$ cat config.mk
export PLATFORM = sky130hd
export DESIGN_NAME = lib_vld_to_len
export DESIGN_NICKNAME = d
export VERILOG_FILES = /design/src/rtl/lib_vld_to_len.sv
export SDC_FILE = /design/constraint.sdc
export NUM_CORES = 1
export LEC_CHECK = 0
export CORE_MARGIN = 10
export CORE_UTILIZATION = 59
export CTS_CLUSTER_DIAMETER = 60
export DETAILED_ROUTE_END_ITERATION = 8
export GPL_TIMING_DRIVEN = 1
export PLACE_DENSITY = 0.82
export SLEW_MARGIN = 20
export SYNTH_ARGS = -nofsm -noshare
export SYNTH_HDL_FRONTEND = slang
export SYNTH_SLANG_ARGS = --single-unit
$ cat constraint.sdc
create_clock -name clk -period 7.9 [get_ports clk]
set_clock_uncertainty 0.1 [all_clocks]
set_input_delay 0.79 -clock clk [delete_from_list [all_inputs] [get_ports clk]]
set_output_delay 0.79 -clock clk [all_outputs]
set_load 0.01 [all_outputs]
$ cat src/rtl/lib_vld_to_len.sv
// Thermometer lane-mask stream to per-packet length record.
// Decodes each beat's mask to a lane count, accumulates with saturation, and emits one record per packet.
module lib_vld_to_len #(
  parameter int VLD_WIDTH = 8,
  parameter int BIN_WDTH  = $clog2(VLD_WIDTH),
  parameter int LEN_WDTH  = 16
) (
  input  logic                clk,
  input  logic                rst_n,
  input  logic                s_valid,
  output logic                s_ready,
  input  logic [VLD_WIDTH-1:0] s_vld,
  input  logic                s_last,
  output logic                m_valid,
  input  logic                m_ready,
  output logic [LEN_WDTH-1:0] m_len,
  output logic [BIN_WDTH-1:0] m_last_bin,
  output logic                m_err
);

  localparam int CNT_W = BIN_WDTH + 1;
  localparam int SUM_W = ((LEN_WDTH > CNT_W) ? LEN_WDTH : CNT_W) + 1;

  typedef enum logic {IDLE, BUSY} state_t;

  state_t               state, state_nxt;
  logic                 accept;
  logic [BIN_WDTH-1:0]  bin;
  logic [CNT_W-1:0]     cnt;
  logic [VLD_WIDTH-1:0] thermo;
  logic                 mask_ok;
  logic                 beat_err;
  logic [SUM_W-1:0]     sum;
  logic                 ovf;
  logic [LEN_WDTH-1:0]  acc, acc_base, acc_next;
  logic                 err_acc, err_base;

  assign s_ready = !m_valid || m_ready;
  assign accept  = s_valid && s_ready;

  // Mask decode: highest set lane gives the index; legality is an exact thermometer match.
  always_comb begin
    bin    = '0;
    thermo = '0;
    for (int unsigned i = 0; i < VLD_WIDTH; i++) begin
      if (s_vld[i]) bin = BIN_WDTH'(i);
    end
    for (int unsigned i = 0; i < VLD_WIDTH; i++) begin
      thermo[i] = (BIN_WDTH'(i) <= bin);
    end
    cnt     = (|s_vld) ? (CNT_W'(bin) + CNT_W'(1)) : '0;
    mask_ok = (|s_vld) && (s_vld == thermo) && (s_last || (&s_vld));
  end

  // State register
  always_ff @(posedge clk or negedge rst_n) begin
    if (!rst_n) state <= IDLE;
    else        state <= state_nxt;
  end

  // Next-state logic
  always_comb begin
    state_nxt = state;
    if (accept) state_nxt = s_last ? IDLE : BUSY;
  end

  // State outputs: the running totals only count while a packet is open
  always_comb begin
    acc_base = '0;
    err_base = 1'b0;
    if (state == BUSY) begin
      acc_base = acc;
      err_base = err_acc;
    end
  end

  always_comb begin
    sum      = SUM_W'(acc_base) + SUM_W'(cnt);
    ovf      = (sum > SUM_W'({LEN_WDTH{1'b1}}));
    acc_next = ovf ? '1 : sum[LEN_WDTH-1:0];
    beat_err = !mask_ok || ovf;
  end

  always_ff @(posedge clk or negedge rst_n) begin
    if (!rst_n) begin
      acc     <= '0;
      err_acc <= 1'b0;
    end else if (accept) begin
      if (s_last) begin
        acc     <= '0;
        err_acc <= 1'b0;
      end else begin
        acc     <= acc_next;
        err_acc <= err_base || beat_err;
      end
    end
  end

  // A new record may overwrite one being handed off in the same cycle, so no bubble appears.
  always_ff @(posedge clk or negedge rst_n) begin
    if (!rst_n) begin
      m_valid    <= 1'b0;
      m_len      <= '0;
      m_last_bin <= '0;
      m_err      <= 1'b0;
    end else if (accept && s_last) begin
      m_valid    <= 1'b1;
      m_len      <= acc_next;
      m_last_bin <= bin;
      m_err      <= err_base || beat_err;
    end else if (m_valid && m_ready) begin
      m_valid    <= 1'b0;
    end
  end

endmodule
### Yosys cells after proc, flatten, opt, wreduce, memory -nomap -nowiden

Index checks and enable logic that the tools add are counted.

* bits in registers: 39
* input port bits: 13
* logic and storage cells: 49

* eq/ne operators: 1
* reduce and logical (&&, ||, !) cells: 14
* mux-type cells: 16
* $lt $le $gt $ge: 9
* add/subtract/negate cells: 2

Operator list (number)
* $mux 16: 3
* $add 16x4->17: 1
* $gt 17x16->1 const B: 1
* $le 3x3->1 const A: 4
* $mux 3: 4
* $eq 8x8->1: 1
* $reduce_and 8->1: 1
* $reduce_or 8->1: 1
* $le 1x3->1 const A: 2
* $le 2x3->1 const A: 2
* $mux 1: 6
* $logic_and 1x1->1: 5
* $add 3x1->4 const B: 1
* $logic_or 1x1->1: 4
* $mux 2: 2
* $mux 4: 1
* $logic_not 1->1: 2
* $reduce_bool 2->1: 1

### Logic depth before layout (Yosys ltp)

* depth in word-level cells: 15
* depth in mapped cells: 14
* depth with buffers taken out: 13

### Worst setup path after synthesis

OpenSTA, ideal clock, no wires.

* path type: input -> register
* from: input port s_vld[2]
* to: register acc[9]
* data required time: 7.674 ns
* slack: 4.309 ns
* buffers on the path: 0
* cell stages on the path: 13
* arrival time: 3.365 ns
* path through: nor2_1 > nor3_1 > nor3_1 > inv_1 > ha_1 > ha_1 > and2_1 > ha_1 > o21ai_0 > o21bai_2 > nand2_2 > mux2_2 > a221o_1

* cells in the longest elaborated chain, start to end: 12
* elaborated cells between the ends (all ways): 13

RTL lines
* start, declared: line 12 `input logic [VLD_WIDTH-1:0] s_vld,`
* $mux 2 (*) (2 in series): line 46 `if (s_vld[i]) bin = BIN_WDTH'(i);`
* $mux 3 (*) (4 in series): line 46
* named net bin[1]: line 28 `logic [BIN_WDTH-1:0] bin;`
* $add 3x1->4 (*): line 51 `cnt = (|s_vld) ? (CNT_W'(bin) + CNT_W'(1)) : '0;`
* $mux 4 (*): line 51
* $add 16x4->17 (*): line 78 `sum = SUM_W'(acc_base) + SUM_W'(cnt);`
* $gt 17x16->1: line 79 `ovf = (sum > SUM_W'({LEN_WDTH{1'b1}}));`
* $mux 16 (*): line 80 `acc_next = ovf ? '1 : sum[LEN_WDTH-1:0];`
* $mux 16 (*): line 89 `if (s_last) begin`
* end signal, assigned: line 93 `acc <= acc_next;`
* end, declared: line 35 `logic [LEN_WDTH-1:0] acc, acc_base, acc_next;`

Mark *: on every way through the listed nets, which the timed path passes. The rest lies on a longest branch.
A chain may end at the register's enable or synchronous reset.

### Worst setup path after layout

Same ends and word-level chain as after synthesis.

==> out/results.ini <==
[clocking]
cts_root_buf=clkbuf_8
clock_path_buffers=2
cts.repair.resized=0
worst_skew_pair.late_latency_ns=0.30
numCtsBuffers=5
clock_sinks=39
h_tree_depth=2
cts_hold_buf=0
worst_setup_hold_path_clk_slew_ns=0.07
cts_tree=built
post-cts-setup-buffer-count=0

[die]
floorplan.io_pins=35
core.rowCount=23
initial_utilization=0.606
die_width_um=84.1
core_area_um2=4000
die_h_um=84.1
dieArea_um2=7070

[global_route]
first_global_vias=2070
antenna_found_initial=0
grt-ovfl-total=0
first_pass_grt_wire_length_mm=10.1
largest_net_degree_at_the_start_of_global_routing=40
groute.usage.overall=0.171

[run_status]
status=finished clean

[pwr]
power_uw=505
net-switching-power_uw=160
clockPowerShare=0.261
power.static_leakage_nw=1.18
worst_voltage_drop_across_the_vdd_grid_mv=0.105
swShare=0.316
power.combinational.fraction=0.277
power_density_nw_per_um2=178
p_int_uw=346
seq_power_share=0.461

[yosys]
netlist.area_leader.share=0.402
syn-instance-count=276
seq_area_frac_synth=0.402
yosys-top-cells-count=dfrtp_1, nand2_1, nor2_1
total_of_flip_flops_plus_latches_after_synthesis=39
synth-warning-count=0
postSynthNetCount=297
fraction_of_registers_with_async_set_reset=1.00
yosys.cell_count.top_type=dfrtp_1
syn_area_um2=2420
yosysTopAreaCell=dfrtp_1
synthesis.area_per_instance_um2=8.79
synth.top_cells.by_area=dfrtp_1, a21oi_1, nand2_1
number_of_distinct_library_cells_after_synthesis=52
ys_dominant_reg_cell=dfrtp_1
synth-edff-count=0

[setup_path]
endpoint_kind=flop
cpMaxStageDelayCell=clkdlybuf4s50_1
critical_path_required_time_ns=7.98
cp.arrival_ns=4.22
worstSetupPathType=in -> reg
cp_cell_sequence=clkdlybuf4s50_1 -> nor2_1 -> nor3_1 -> nor3_1 -> inv_1 -> ha_1 -> ha_1 -> and2_1 -> ha_1 -> o21ai_0 -> o21bai_2 -> nand2_2 -> mux2_2 -> a221o_1
crit_path_max_fanout=10
cp_common_cell=ha_1
crit_path_max_incr_delay_ns=0.46
start_kind=primary input

[detailed_routing]
drt_wl_total_mm=5.90
vias_per_cell=6.10
initialDrtViolationCount=230
drc=0
drt.antenna.violating_nets=0
vias=2152
route.detailed.wl_per_inst_um=16.7
detailedRoute.firstPassIterationCount=5

[sta]
setup_ws_ns=3.76
maximum_frequency_from_static_timing_analysis_mhz=241
final.period_utilization=0.525
hold_violations=0
post-route-min-period_ns=4.14
drv_slew=0
actual_slew_at_the_worst_max_slew_pin_ns=0.857
max-slew-margin-rel=0.428
rsz0062_at_grt=false
final_sum_of_negative_setup_slack_ns=0
setup_viol_count_final=0

[place]
placement.io_buffers=34
placed_cells_incl_taps=345
place_congestion=0.932
dp.final_hpwl_mm=4.18
dpl_worst_slack_ns=3.49
placed_cell_area_um2=2770

[finish]
insertedDiodeCount=0
drive_gt1_frac=0.0891
layout.cells.non_filler=353
num-fill-cells=335
finish.instance_area_um2=2850
num-nets-final=323
area_growth_syn_to_layout_pct=17.4

[worst_hold_path]
holdCritPathClass=reg -> reg

[run]
drv_cap=0

-- worst paths after layout --
kind / startpoint / depth (start not counted) / end / slack (ns)
worst max-delay path: s_vld[2] / 14 / acc[9]$_DFFE_PN0P_ / 3.76
worst min-delay path: acc[1]$_DFFE_PN0P_ / 2 / acc[1]$_DFFE_PN0P_ / 0.38
worst max register to register: state$_DFFE_PN0P_ / 8 / acc[9]$_DFFE_PN0P_ / 5.17
worst min register to register: acc[1]$_DFFE_PN0P_ / 2 / acc[1]$_DFFE_PN0P_ / 0.38
max in group asynchronous: rst_n / 1 / m_last_bin[0]$_DFFE_PN0P_ / 6.66
min in group asynchronous: rst_n / 1 / m_last_bin[2]$_DFFE_PN0P_ / 0.49
-- placed cells by master, fill, tap and decap left out, drive strengths merged, types with 2 or more instances in the layout --
cell	synthesis	layout
dfrtp	39	39
clkdlybuf4s50	0	33
nand2	31	31
nor2	29	29
a21oi	23	23
o21ai	18	18
nand3	14	14
and2	12	12
ha	7	7
clkbuf	12	7
inv	6	6
nor2b	6	6
a31oi	6	6
nor3	5	5
and3	5	5
a211oi	5	5
nand2b	4	4
xnor2	4	4
nor4	4	4
xor2	3	3
nand4	3	3
mux2	3	3
a41oi	3	3
a221o	3	3
and4	2	2
o21ba	2	2
a21o	2	2
a311oi	2	2
o31ai	2	2
o21bai	2	2
buf	4	2
-- power groups by stage --
stage	Combinational, mW	Sequential, mW	Clock (mW)
floorplan	0.0717	0.243	0
global placement	0.139	0.236	0
detailed placement	0.140	0.237	0
CTS	0.142	0.233	0.134
global route	0.157	0.237	0.144
finish	0.140	0.233	0.132
-- critical path: cells and delay by family --
kind,cells,cell delay (ns)
AOI/OAI and AO/OA,3,0.82
adders and majority gates,3,0.81
buffers and inverters,2,0.55
muxes,1,0.35
and+or+nand+nor,5,0.90
-- per-layer routing --
metal  up-vias  GRT usage  wire length, um
li1       1041          -                -
met1      1014      0.213             2570
met2        79      0.263             2700
met3        18     0.0527              495
met4         0     0.0746              141
met5         -          0                0
-- cells by family after synthesis --
family / after synthesis / synth area share
simple gates: 119 / 0.266
compound gates: 78 / 0.212
flops: 39 / 0.402
buf+inv: 22 / 0.0361
fa+ha+maj: 8 / 0.0444
xor+xnor: 7 / 0.0253
mux: 3 / 0.0139
-- layout make-up --
cell class	count	area [um2]	area share
Clock inverter	1	5.00	0.00176
Multi-Input combinational cell	215	1360	0.478
Timing Repair Buffer	35	343	0.120
Inverter	6	22.5	0.00791
Clock buffer	7	76.3	0.0268
Sequential cell	39	976	0.343
Tap cell	50	62.6	0.0220
-- flip-flops by register name (all words and copies together), names as in the netlist --
signal      flops
m_len          16
m_err           1
state           1
m_last_bin      3
err_acc         1
acc            16
m_valid         1
-- stage by stage --
stage	hold slack [ns]	utilization
4_1_cts	0.379	0.712
3_3_place_gp	0.357	0.691
3_5_place_dp	0.364	0.691
5_1_grt	0.391	0.712
6_report	0.378	0.712
2_1_floorplan	0.342	-
No activity file was read; power rests on OpenSTA's default activity.
